<file path="config.mk">
export PLATFORM = sky130hd
export DESIGN_NAME = cht_seq_ctrl_flat
export DESIGN_NICKNAME = d
export VERILOG_FILES = /design/src/rtl/cht_pkg.sv /design/src/rtl/cht_seq_ctrl_if.sv /design/src/rtl/cht_shift_cnt.sv /design/src/rtl/cht_seq_ctrl.sv /design/src/flat_wrapper.sv
export SDC_FILE = /design/constraint.sdc
export NUM_CORES = 1
export LEC_CHECK = 0
export ABC_AREA = 1
export BUFFER_PORTS_ARGS = -buffer_cell sky130_fd_sc_hd__buf_4
export CAP_MARGIN = 15
export CORE_MARGIN = 1.5
export CORE_UTILIZATION = 55
export CTS_BUF_LIST = sky130_fd_sc_hd__clkbuf_4 sky130_fd_sc_hd__clkbuf_8
export CTS_CLUSTER_DIAMETER = 50
export CTS_CLUSTER_SIZE = 28
export DETAILED_ROUTE_END_ITERATION = 10
export PLACE_DENSITY_LB_ADDON = 0.12
export SYNTH_ARGS = -nofsm -noshare
export SYNTH_HDL_FRONTEND = slang
export SYNTH_SLANG_ARGS = --single-unit
export TNS_END_PERCENT = 5
</file>
<file path="constraint.sdc">
create_clock -name clk -period 1.97 [get_ports clk]
set_input_delay 0 -clock clk [delete_from_list [all_inputs] [get_ports clk]]
set_output_delay 0 -clock clk [all_outputs]
set_load 0.1 [all_outputs]
</file>
<file path="src/rtl/cht_pkg.sv">
// Shared types and default chain lengths for the scan-chain sequencer.
// Op codes, chain selectors and FSM states used by the controller and bench.
package cht_pkg;

   localparam int LEN_A_DEF = 6;
   localparam int LEN_B_DEF = 14;
   localparam int LEN_C_DEF = 16;

   typedef enum logic [1:0] {
      OP_NOP   = 2'b00,
      OP_CLEAR = 2'b01,
      OP_LOAD  = 2'b10,
      OP_SHIFT = 2'b11
   } cht_op_e;

   typedef enum logic [1:0] {
      CH_A   = 2'd0,
      CH_B   = 2'd1,
      CH_C   = 2'd2,
      CH_ALL = 2'd3
   } cht_chain_e;

   typedef enum logic [2:0] {
      ST_IDLE,
      ST_CLR,
      ST_LOAD,
      ST_SHIFT,
      ST_DONE
   } cht_state_e;

   function automatic int max3(input int a, input int b, input int c);
      int m;
      m = (a > b) ? a : b;
      return (m > c) ? m : c;
   endfunction

endpackage

</file>
<file path="src/rtl/cht_seq_ctrl_if.sv">
// Command handshake bundle between a command source and the sequencer.
interface cht_seq_ctrl_if #(
   parameter int CNT_W = 5
);
   logic             cmd_valid;
   logic             cmd_ready;
   logic [1:0]       cmd_op;
   logic [1:0]       cmd_chain;
   logic [CNT_W-1:0] cmd_count;

   modport master (
      output cmd_valid, cmd_op, cmd_chain, cmd_count,
      input  cmd_ready
   );

   modport slave (
      input  cmd_valid, cmd_op, cmd_chain, cmd_count,
      output cmd_ready
   );
endinterface

</file>
<file path="src/rtl/cht_shift_cnt.sv">
// Loadable saturating down-counter that paces SHIFT cycles; zero marks the last one.
module cht_shift_cnt #(
   parameter int W = 5
) (
   input  logic         clk,
   input  logic         rst_n,
   input  logic         load,
   input  logic [W-1:0] load_val,
   input  logic         dec,
   output logic         zero
);

   logic [W-1:0] cnt_reg;

   always_ff @(posedge clk or negedge rst_n) begin
      if (!rst_n) begin
         cnt_reg <= '0;
      end else if (load) begin
         cnt_reg <= load_val;
      end else if (dec && (cnt_reg != '0)) begin
         cnt_reg <= cnt_reg - W'(1);
      end
   end

   assign zero = (cnt_reg == '0);

endmodule

</file>
<file path="src/rtl/cht_seq_ctrl.sv">
// Scan-chain sequencer: accepts one command at a time and emits registered
// clear / parallel-load / shift strobes for chains A, B and C.
module cht_seq_ctrl
   import cht_pkg::*;
#(
   parameter int LEN_A = LEN_A_DEF,
   parameter int LEN_B = LEN_B_DEF,
   parameter int LEN_C = LEN_C_DEF,
   parameter int CNT_W = 5
) (
   input  logic                 clk,
   input  logic                 rst_n,
   cht_seq_ctrl_if.slave        cmd,
   input  logic                 abort,
   output logic [2:0]           load_en,
   output logic [2:0]           shift_en,
   output logic                 clear,
   output logic                 busy,
   output logic                 done,
   output logic                 err
);

   localparam int LEN_MAX = max3(LEN_A, LEN_B, LEN_C);

   cht_state_e       state_reg, state_next;
   logic [2:0]       mask_reg, mask_next;
   logic [2:0]       sel_mask;
   logic             err_next;
   logic             ready_reg;
   logic             accept;
   logic             cnt_load, cnt_dec, cnt_zero;
   logic [CNT_W-1:0] cnt_load_val;
   logic [31:0]      count_ext;
   logic [31:0]      limit;

   assign accept    = cmd.cmd_valid && ready_reg;
   assign count_ext = 32'(cmd.cmd_count);

   genvar gi;
   generate
      for (gi = 0; gi < 3; gi++) begin : g_sel
         assign sel_mask[gi] = (cmd.cmd_chain == 2'(gi)) || (cmd.cmd_chain == 2'd3);
      end
   endgenerate

   always_comb begin
      limit = 32'(LEN_MAX);
      case (cht_chain_e'(cmd.cmd_chain))
         CH_A:    limit = 32'(LEN_A);
         CH_B:    limit = 32'(LEN_B);
         CH_C:    limit = 32'(LEN_C);
         default: limit = 32'(LEN_MAX);
      endcase
   end

   cht_shift_cnt #(.W(CNT_W)) u_cnt (
      .clk      (clk),
      .rst_n    (rst_n),
      .load     (cnt_load),
      .load_val (cnt_load_val),
      .dec      (cnt_dec),
      .zero     (cnt_zero)
   );

   always_comb begin
      state_next   = state_reg;
      mask_next    = mask_reg;
      err_next     = 1'b0;
      cnt_load     = 1'b0;
      cnt_dec      = 1'b0;
      cnt_load_val = '0;
      case (state_reg)
         ST_IDLE: begin
            if (accept) begin
               case (cht_op_e'(cmd.cmd_op))
                  OP_CLEAR: state_next = ST_CLR;
                  OP_LOAD: begin
                     state_next = ST_LOAD;
                     mask_next  = sel_mask;
                  end
                  OP_SHIFT: begin
                     if (cmd.cmd_count == '0) begin
                        state_next = ST_DONE;
                     end else if (count_ext > limit) begin
                        state_next = ST_DONE;
                        err_next   = 1'b1;
                     end else begin
                        // Counter holds remaining strobes minus one so zero flags the final cycle.
                        state_next   = ST_SHIFT;
                        mask_next    = sel_mask;
                        cnt_load     = 1'b1;
                        cnt_load_val = cmd.cmd_count - CNT_W'(1);
                     end
                  end
                  default: state_next = ST_DONE;
               endcase
            end
         end
         ST_CLR:  state_next = ST_DONE;
         ST_LOAD: state_next = ST_DONE;
         ST_SHIFT: begin
            cnt_dec = 1'b1;
            if (abort || cnt_zero) begin
               state_next = ST_DONE;
            end
         end
         ST_DONE: state_next = ST_IDLE;
         default: state_next = ST_IDLE;
      endcase
   end

   // Outputs are decoded from the next state so every strobe leaves a flop.
   always_ff @(posedge clk or negedge rst_n) begin
      if (!rst_n) begin
         state_reg <= ST_IDLE;
         mask_reg  <= '0;
         ready_reg <= 1'b0;
         load_en   <= '0;
         shift_en  <= '0;
         clear     <= 1'b0;
         done      <= 1'b0;
         err       <= 1'b0;
      end else begin
         state_reg <= state_next;
         mask_reg  <= mask_next;
         ready_reg <= (state_next == ST_IDLE);
         load_en   <= (state_next == ST_LOAD)  ? mask_next : 3'b000;
         shift_en  <= (state_next == ST_SHIFT) ? mask_next : 3'b000;
         clear     <= (state_next == ST_CLR);
         done      <= (state_next == ST_DONE);
         err       <= err_next;
      end
   end

   assign cmd.cmd_ready = ready_reg;
   assign busy          = (state_reg != ST_IDLE);

endmodule

</file>
<file path="src/flat_wrapper.sv">
// flat-port wrapper written by rule: the top's interface ports become plain ports
module cht_seq_ctrl_flat import cht_pkg::*;
#(
   parameter int LEN_A = LEN_A_DEF,
   parameter int LEN_B = LEN_B_DEF,
   parameter int LEN_C = LEN_C_DEF,
   parameter int CNT_W = 5
)
  (clk, rst_n, abort, load_en, shift_en, clear, busy, done, err, cmd_cmd_valid, cmd_cmd_op, cmd_cmd_chain, cmd_cmd_count, cmd_cmd_ready);
  cht_seq_ctrl_if #(.CNT_W(CNT_W)) cmd_i ();
  input  logic clk;
  input  logic rst_n;
  input  logic abort;
  output logic [2:0] load_en;
  output logic [2:0] shift_en;
  output logic clear;
  output logic busy;
  output logic done;
  output logic err;
  input wire logic [$bits(cmd_i.cmd_valid)-1:0] cmd_cmd_valid;
  input wire logic [$bits(cmd_i.cmd_op)-1:0] cmd_cmd_op;
  input wire logic [$bits(cmd_i.cmd_chain)-1:0] cmd_cmd_chain;
  input wire logic [$bits(cmd_i.cmd_count)-1:0] cmd_cmd_count;
  output wire logic [$bits(cmd_i.cmd_ready)-1:0] cmd_cmd_ready;
  assign cmd_i.cmd_valid = cmd_cmd_valid;
  assign cmd_i.cmd_op = cmd_cmd_op;
  assign cmd_i.cmd_chain = cmd_cmd_chain;
  assign cmd_i.cmd_count = cmd_cmd_count;
  assign cmd_cmd_ready = cmd_i.cmd_ready;
  cht_seq_ctrl #(.LEN_A(LEN_A), .LEN_B(LEN_B), .LEN_C(LEN_C), .CNT_W(CNT_W)) u_core (.clk(clk), .rst_n(rst_n), .cmd(cmd_i), .abort(abort), .load_en(load_en), .shift_en(shift_en), .clear(clear), .busy(busy), .done(done), .err(err));
endmodule
</file>
==> results of run 1 <==
## how the worst max path moves through the flow
stage | startpoint | endpoint | slack (ps)
2_1_floorplan | u_core.cmd.cmd_ready | u_core.u_cnt.cnt_reg[3] | 240
3_3_place_gp | cmd_cmd_chain[1] | u_core.load_en[0] | 190
3_5_place_dp | cmd_cmd_chain[1] | u_core.load_en[1] | 30
4_1_cts | u_core.u_cnt.cnt_reg[0] | u_core.load_en[1] | 290
5_1_grt | u_core.u_cnt.cnt_reg[0] | u_core.load_en[2] | 150
6_report | u_core.u_cnt.cnt_reg[0] | u_core.load_en[1] | 310
## critical path: cells and delay by family (launching register included)
| kind | cells | cell delay [ps] |
|---|---|---|
| buffers and inverters | 1 | 110 |
| adder cells (fa/ha/maj) | 1 | 200 |
| flip-flops | 1 | 380 |
| AO/OA/AOI/OAI | 1 | 220 |
| AND/OR/NAND/NOR | 6 | 680 |
## cell families after synthesis
group                    share of synthesized area
AND/OR/NAND/NOR                             0.3023
buffers and inverters                      0.08840
flip-flops                                  0.3992
AO/OA/AOI/OAI                              0.07224
adder cells (fa/ha/maj)                     0.1046
XOR/XNOR                                   0.03327
## what timing repair did
item                      4_1_cts  5_1_grt
hold buffers                    2        0
hold endpoints to repair       22        0
buffers inserted                0        0
## metal layers
metal	routed length, um	GRT usage	vias up
met5	0	0	-
met3	73	0.03736	4
met2	1182	0.3586	16
li1	-	-	528
met4	21	0.03947	0
met1	1076	0.2519	464
## where the power goes
part	leakage [nW]	internal, mW	switching (mW)
registers	0.265	0.566	0.0674
clock network	0.0184	0.0925	0.122
logic	0.583	0.291	0.793
total	0.866	0.949	0.982
## layout make-up
class / count / share of cell area
Clock buffer: 4 / 0.01906
Inverter: 30 / 0.07387
Multi-Input combinational cell: 101 / 0.4281
Sequential cell: 21 / 0.3344
Tap cell: 28 / 0.02224
Timing Repair Buffer: 25 / 0.1223
## cells in the mapped netlist
master / n
clkinv_1: 1
nor3_1: 1
xor2_1: 4
nor3b_2: 1
inv_1: 24
nor3b_1: 1
nand3_1: 7
o21ai_1: 7
clkinv_2: 1
dfrtp_1: 21
a21boi_2: 1
nor2_2: 1
nand3_2: 2
o21ai_0: 4
nor2_1: 12
a21oi_1: 4
nand2_4: 4
nand2_1: 27
nand4_1: 1
nand2_2: 6
xnor2_1: 1
inv_2: 3
o21ai_2: 1
inv_4: 1
nand3_4: 2
nor2_8: 1
ha_1: 11
nor2_4: 1
nor3_2: 1
## metrics by stage
step / cell area [sq um] / utilization / power [mW] / cells / setup WS [ps]
2_1_floorplan: 1318 / - / 1.494 / 152 / 240.3
3_3_place_gp: 1525 / 0.6829 / 1.687 / 203 / 185.8
3_5_place_dp: 1525 / 0.6829 / 1.726 / 203 / 30.72
4_1_cts: 1575 / 0.7053 / 1.944 / 209 / 286.9
5_1_grt: 1575 / 0.7053 / 2.062 / 209 / 148.8
6_report: 1575 / 0.7053 / 1.931 / 209 / 308.3
==> results.json, run 1 <==
{
  "drt_iter0_markers": 22,
  "fin_tns_setup_ps": 0,
  "cts_root_buf": "clkbuf_4",
  "clk_pin_slew_ps": 120,
  "critPathMaxFanout": 4,
  "port_buffers": 23,
  "rsz0062_at_grt": "false",
  "wire_per_inst_um": 11.26,
  "cts_tree": "done",
  "startpoint_type": "flip-flop",
  "vias": 1012,
  "yosysUniqueCellTypes": 29,
  "synth_nets": 176,
  "grt.total_usage": 0.2009,
  "worstHoldStart": "cmd_cmd_op[1]",
  "r2r-end": "u_core.load_en[1]",
  "holdWs_ps": 47.69,
  "largest_reg_flops": 5,
  "cp.arrival_ps": 1900,
  "nets": 206,
  "period_share": 0.8435,
  "numCtsBuffers": 3,
  "mostFrequentLayoutCells": "nand2_1, inv_1, buf_4",
  "fillers": 197,
  "wl_mm": 2.354,
  "syn_area_sq_um": 1316,
  "cpMaxStageDelayCell": "dfrtp_1",
  "criticalPathCategory": "flip-flop to flip-flop",
  "antenna_found_initial": 0,
  "clkSinkCount": 21,
  "hold_class": "input port to flip-flop",
  "row_count": 17,
  "synthTopCellsByArea": "dfrtp_1, ha_1, nand2_1",
  "p_leak_nw": 0.8665,
  "die_area_sq_um": 2696,
  "grt_max_degree": 22,
  "area_delta_synth_final_pct": 19.68,
  "max_freq_ghz": 0.6018,
  "drtPass1Iterations": 4,
  "layout_commonest_cell": "nand2_1",
  "final-seq-area_sq_um": 526.8,
  "power_density_nw_per_um2": 1226,
  "tightest_slew_ps": 301.5,
  "die_h_um": 51.92,
  "n_antenna_cell": 0,
  "synth_area_per_cell_sq_um": 8.660,
  "irDropWorstVdd_uv": 962.2,
  "multi_input_area_sq_um": 674.4,
  "syn_inst": 152,
  "slew_headroom": 0.7979,
  "min_period_ps": 1662,
  "ys_seq_elements": 21,
  "end_kind": "flip-flop",
  "outcome": "finished, final reports clean",
  "setup_viol": 0,
  "r2r_setup_slack_ps": 310,
  "synth_top_area_share": 0.3992,
  "r2r_cells": 9,
  "ant_nets": 0,
  "place_hpwl_mm": 1.974,
  "dieWidth_um": 51.92,
  "drv_cap": 0,
  "yosysWarnings": 0,
  "clk_latency_ps": 300,
  "slowest_delay_ps": 380,
  "coreArea_sq_um": 2233,
  "synth_seq_area_share": 0.3992,
  "start_util": 0.5894,
  "grt_pass1_vias": 958,
  "htree_num_levels": 1,
  "gp_congestion": 0.7500,
  "cp_cell_sequence": "inv_1, ha_1, nand2_1, nor2_1, nand2_1, nand3_2, a21boi_2, nand2_2, nor2_1",
  "holdPathEnd": "u_core.err",
  "timing.critical_path.required_ps": 2200,
  "drc": 0,
  "r2r-start": "u_core.u_cnt.cnt_reg[0]",
  "whs_path_depth": 5,
  "final_layout_size_suffix_gt1_frac": 0.2983,
  "synth_top_area_cell": "dfrtp_1",
  "ios": 24,
  "post_cts_resized": 0,
  "via_per_inst": 4.842,
  "finalMaxSlewViolations": 0,
  "grt_pass1_wl_mm": 3.988,
  "hold_viol": 0,
  "grt-ovfl-total": 0,
  "fin_worst_skew_ps": 12.05,
  "ctsLongestPathBuffers": 2
}
Power figures use the tool's default switching activity.
==> run 2: changes to the inputs <==
- CORE_UTILIZATION: 55 -> 51
- clock period: 1.97 -> 1.4 ns (I/O delays scaled with it)
==> results.json, run 2 (synthesis results as in run 1) <==
{
  "cts_tree": "done",
  "grt.total_usage": 0.2118,
  "mostFrequentLayoutCells": "buf_4, inv_1, nand2_1, dfrtp_1, nand2_2",
  "outcome": "finished, violations left",
  "finalMaxSlewViolations": 0,
  "r2r_setup_slack_ps": -110,
  "wl_mm": 2.814,
  "port_buffers": 23,
  "clk_latency_ps": 300,
  "n_antenna_cell": 0,
  "timing.critical_path.required_ps": 1600,
  "violations": "setup timing",
  "cp.arrival_ps": 1700,
  "clkSinkCount": 21,
  "ios": 24,
  "final_layout_size_suffix_gt1_frac": 0.5220,
  "grt_pass1_wl_mm": 4.409,
  "layoutNonFillerInstCount": 235,
  "setup_viol": 16,
  "clk_pin_slew_ps": 110,
  "internal_power_mw": 1.570,
  "area_delta_synth_final_pct": 46.29,
  "use_met2": 0.3679,
  "criticalPathCategory": "flip-flop to flip-flop",
  "rsz0062_at_grt": "true",
  "max_freq_ghz": 0.6627,
  "power_density_nw_per_um2": 1624,
  "cpMaxStageDelayCell": "dfrtp_2",
  "p_leak_nw": 1.018,
  "vias": 1152,
  "hold_class": "input port to flip-flop",
  "drtPass1Iterations": 4,
  "cts_root_buf": "clkbuf_4",
  "dp_slack_ps": -449.0,
  "fin_util": 0.7844,
  "die_h_um": 53.80,
  "dieWidth_um": 53.80,
  "clock_power_share": 0.091,
  "hold_viol": 0,
  "numCtsBuffers": 3,
  "die_area_sq_um": 2894,
  "critPathMaxFanout": 5,
  "cp_top_family": "simple AND/OR/NAND/NOR gates",
  "power_frac_seq": 0.291,
  "power_switching_mw": 1.558,
  "ant_nets": 0,
  "share_comb_of_total_power": 0.618,
  "grtUsageMet3": 0.05000,
  "fin_tns_setup_ps": -923.6,
  "coreArea_sq_um": 2455,
  "fin_area_sq_um": 1926,
  "dpl.cell_count": 218,
  "tightest_slew_ps": 340.4,
  "fin_worst_skew_ps": 6.077,
  "wire_per_inst_um": 11.97,
  "largest_reg_flops": 5,
  "sw_frac_of_total": 0.4980,
  "layout_commonest_cell": "buf_4",
  "slew_headroom": 0.7707,
  "cp_cell_sequence": "inv_2, nand3_4, nor2_8, nand2_4, nor2_4, nand3_4, nand2_2, inv_1, nand2_1, nand2_1",
  "ctsLongestPathBuffers": 2,
  "grt.busiest_layer": "met2",
  "met1_usage": 0.2633,
  "drt_iter0_markers": 14,
  "gp_congestion": 0.7580,
  "grt_pass1_vias": 1083,
  "grt-ovfl-total": 0,
  "drc": 0,
  "end_kind": "flip-flop",
  "antenna_found_initial": 0,
  "period_share": 1.078,
  "placed_area_sq_um": 1628,
  "worst_slack_ps": -109.1,
  "start_util": 0.5362,
  "startpoint_type": "flip-flop",
  "drv_cap": 0,
  "place_hpwl_mm": 1.933,
  "irDropWorstVdd_uv": 1712,
  "row_count": 18,
  "nets": 230,
  "grt_max_degree": 22,
  "slowest_delay_ps": 450,
  "cp_num_buf_inv": 2,
  "htree_num_levels": 1,
  "min_period_ps": 1509,
  "via_per_inst": 4.902
}
run 2: changes by cell type in the layout (fill, tap and decap cells not counted), moves of 5 or more:
cell,change
ha_4,+5
ha_1,-5
inv_1,-5
nor2_2,+5
inv_2,+5
nand2_1,-8
buf_4,+22
nor2_1,-6
run 2: layout make-up:
type / count / area [sq um]
Clock buffer: 3 / 22.52
Clock inverter: 1 / 5.005
Timing Repair Buffer: 48 / 377.9
Fill cell: 168 / 529.3
Multi-Input combinational cell: 102 / 833.3
Tap cell: 30 / 37.54
Sequential cell: 21 / 530.5
Inverter: 30 / 118.9
run 2: power groups by stage:
stage / clock network [mW] / registers, mW / logic [mW]
2_1_floorplan: 0 / 1.28 / 0.826
3_3_place_gp: 0 / 0.901 / 1.58
3_5_place_dp: 0 / 0.908 / 1.60
4_1_cts: 0.296 / 0.900 / 1.80
5_1_grt: 0.323 / 0.931 / 2.08
6_report: 0.284 / 0.911 / 1.93
run 2: per-stage QoR:
stage                     power (mW)  hold WS [ps]
after floorplan                2.109        -295.6
after global placement         2.481        -110.3
after detailed placement       2.511        -105.8
after CTS                      2.996         54.70
after global routing           3.337         84.90
final                          3.128         81.61
run 2: worst min-delay path: cells and delay by family:
family	cells	cell delay, ps
buffers and inverters	1	120
AOI/OAI and AO/OA	2	170
xor gates and xnor gates	1	70
run 2: what timing repair did:
item / CTS / global route
setup endpoints to repair: 17 / 21
cloned: 0 / 1
pin swaps: 13 / 11
buffers inserted: 7 / 3
hold endpoints to repair: 22 / 0
resized for setup: 24 / 17
hold buffers: 2 / 0
run 2: layer usage:
layer	routed length, um	up-vias
li1	-	580
met1	1215	544
met2	1467	23
met3	102	5
met4	28	0
met5	0	-
run 2: final timing paths:
check | from | end | cells after the start
worst max-delay path | u_core.state_reg[2] | u_core.u_cnt.cnt_reg[3] | 10
worst min-delay path | cmd_cmd_count[2] | u_core.u_cnt.cnt_reg[2] | 4
worst max register to register | u_core.state_reg[2] | u_core.u_cnt.cnt_reg[3] | 10
worst min register to register | u_core.mask_reg[0] | u_core.mask_reg[0] | 4
max in group asynchronous | rst_n | u_core.cmd.cmd_ready | 2
min in group asynchronous | rst_n | u_core.u_cnt.cnt_reg[3] | 2
==> run 3: changes to the inputs <==
- clock period: 1.4 -> 1.22 ns (I/O delays scaled with it)
==> results.json, run 3 (synthesis results as in run 1) <==
{
  "total_power_mw": 3.918,
  "startpoint_type": "input port",
  "grt_pass1_wl_mm": 4.664,
  "wl_mm": 3.586,
  "vias": 1243,
  "hold_class": "input port to async pin",
  "layoutNonFillerInstCount": 239,
  "area_delta_synth_final_pct": 60.08,
  "dpl.cell_count": 230,
  "gp_congestion": 0.7782,
  "wire_per_inst_um": 15.00,
  "max_freq_ghz": 0.6429,
  "criticalPathCategory": "input port to flip-flop",
  "fin_util": 0.8583,
  "die_area_sq_um": 2894,
  "start_util": 0.5362,
  "final_layout_size_suffix_gt1_frac": 0.5598,
  "place_hpwl_mm": 2.019,
  "ios": 24,
  "clkSinkCount": 21,
  "dp_slack_ps": -647.1,
  "clk_latency_ps": 300,
  "critPathMaxFanout": 5,
  "worst_slack_ps": -335.4,
  "grt-ovfl-total": 0,
  "fin_worst_skew_ps": 5.097,
  "drc": 0,
  "placed_area_sq_um": 1718,
  "period_share": 1.275,
  "tightest_slew_ps": 304.9,
  "power_density_nw_per_um2": 1860,
  "grt_max_degree": 22,
  "port_buffers": 23,
  "fin_tns_setup_ps": -5322,
  "layout_commonest_cell": "buf_4",
  "min_period_ps": 1555,
  "irDropWorstVdd_uv": 2133,
  "timing.critical_path.required_ps": 1470,
  "nets": 234,
  "cts_root_buf": "clkbuf_4",
  "grt.total_usage": 0.2272,
  "drt_iter0_markers": 26,
  "outcome": "finished, violations left",
  "hold_viol": 0,
  "drtPass1Iterations": 4,
  "fillers": 125,
  "dieWidth_um": 53.80,
  "slew_headroom": 0.7946,
  "violations": "setup timing",
  "setup_viol": 21,
  "ant_nets": 0,
  "cts_tree": "done",
  "die_h_um": 53.80,
  "mostFrequentLayoutCells": "buf_4, dfrtp_1, inv_1",
  "cp.arrival_ps": 1800,
  "htree_num_levels": 1,
  "rsz0062_at_grt": "true",
  "clk_pin_slew_ps": 110,
  "via_per_inst": 5.201,
  "grt_pass1_vias": 1107,
  "coreArea_sq_um": 2455,
  "holdWs_ps": 89.61,
  "row_count": 18,
  "antenna_found_initial": 0,
  "largest_reg_flops": 5,
  "numCtsBuffers": 3,
  "p_leak_nw": 1.051,
  "n_antenna_cell": 0,
  "end_kind": "flip-flop",
  "drv_cap": 0,
  "fin_area_sq_um": 2107,
  "ctsLongestPathBuffers": 2,
  "finalMaxSlewViolations": 0
}
-- run 3: cell count changes in the layout (fill, tap and decap cells not counted), sizes merged --
cell	previous run	this run
clkbuf	3	4
buf	46	50
clkinv	2	1
-- run 3: repair_timing --
item / 4_1_cts / 5_1_grt
endpoints found under the setup margin: 21 / 22
pin swaps: 19 / 15
endpoints found under the hold margin: 22 / 0
hold buffers: 2 / 0
setup buffers: 1 / 1
gates cloned: 0 / 1
gates resized for setup: 34 / 36
-- run 3: worst paths after layout --
path / start / end / slack [ps] / depth (start not counted)
max reg2reg: u_core.state_reg[2] / u_core.u_cnt.cnt_reg[1] / -280 / 10
max: cmd_cmd_chain[1] / u_core.load_en[1] / -340 / 15
min reg2reg: u_core.u_cnt.cnt_reg[1] / u_core.u_cnt.cnt_reg[1] / 530 / 2
min: rst_n / u_core.u_cnt.cnt_reg[2] / 90 / 2
max in group asynchronous: rst_n / u_core.cmd.cmd_ready / 900 / 2
min in group clk: abort / u_core.state_reg[2] / 110 / 5
-- run 3: metal layers --
metal  global-route usage  wire length (um)  vias to the layer above
li1                     -                 -                      589
met1               0.2549              1447                      600
met2               0.4207              1867                       43
met3              0.04167               171                       11
met4              0.08547                99                        0
met5                    0                 0                        -
-- run 3: power breakdown --
group / internal, mW / switching [mW]
clock: 0.150 / 0.203
combinational: 0.853 / 1.68
sequential: 0.922 / 0.110
total: 1.92 / 1.99
-- run 3: critical path, cell delays in order --
cell,delay (ps)
buf_8,80
inv_6,40
ha_4,160
nor2_4,120
inv_2,70
buf_6,120
ha_4,250
nand4_1,170
nand2_4,180
nand3_4,110
nand2_8,100
nand2_8,90
nand2_8,120
nand2_8,70
nor2_4,90
-- run 3: area by class of cell --
type                            count  area [sq um]  share of cell area
Multi-Input combinational cell    102         974.7              0.4626
Sequential cell                    21         529.3              0.2512
Timing Repair Buffer               52         414.1              0.1966
Inverter                           30         121.4             0.05760
Tap cell                           30         37.54             0.01781
Clock buffer                        4         30.03             0.01425
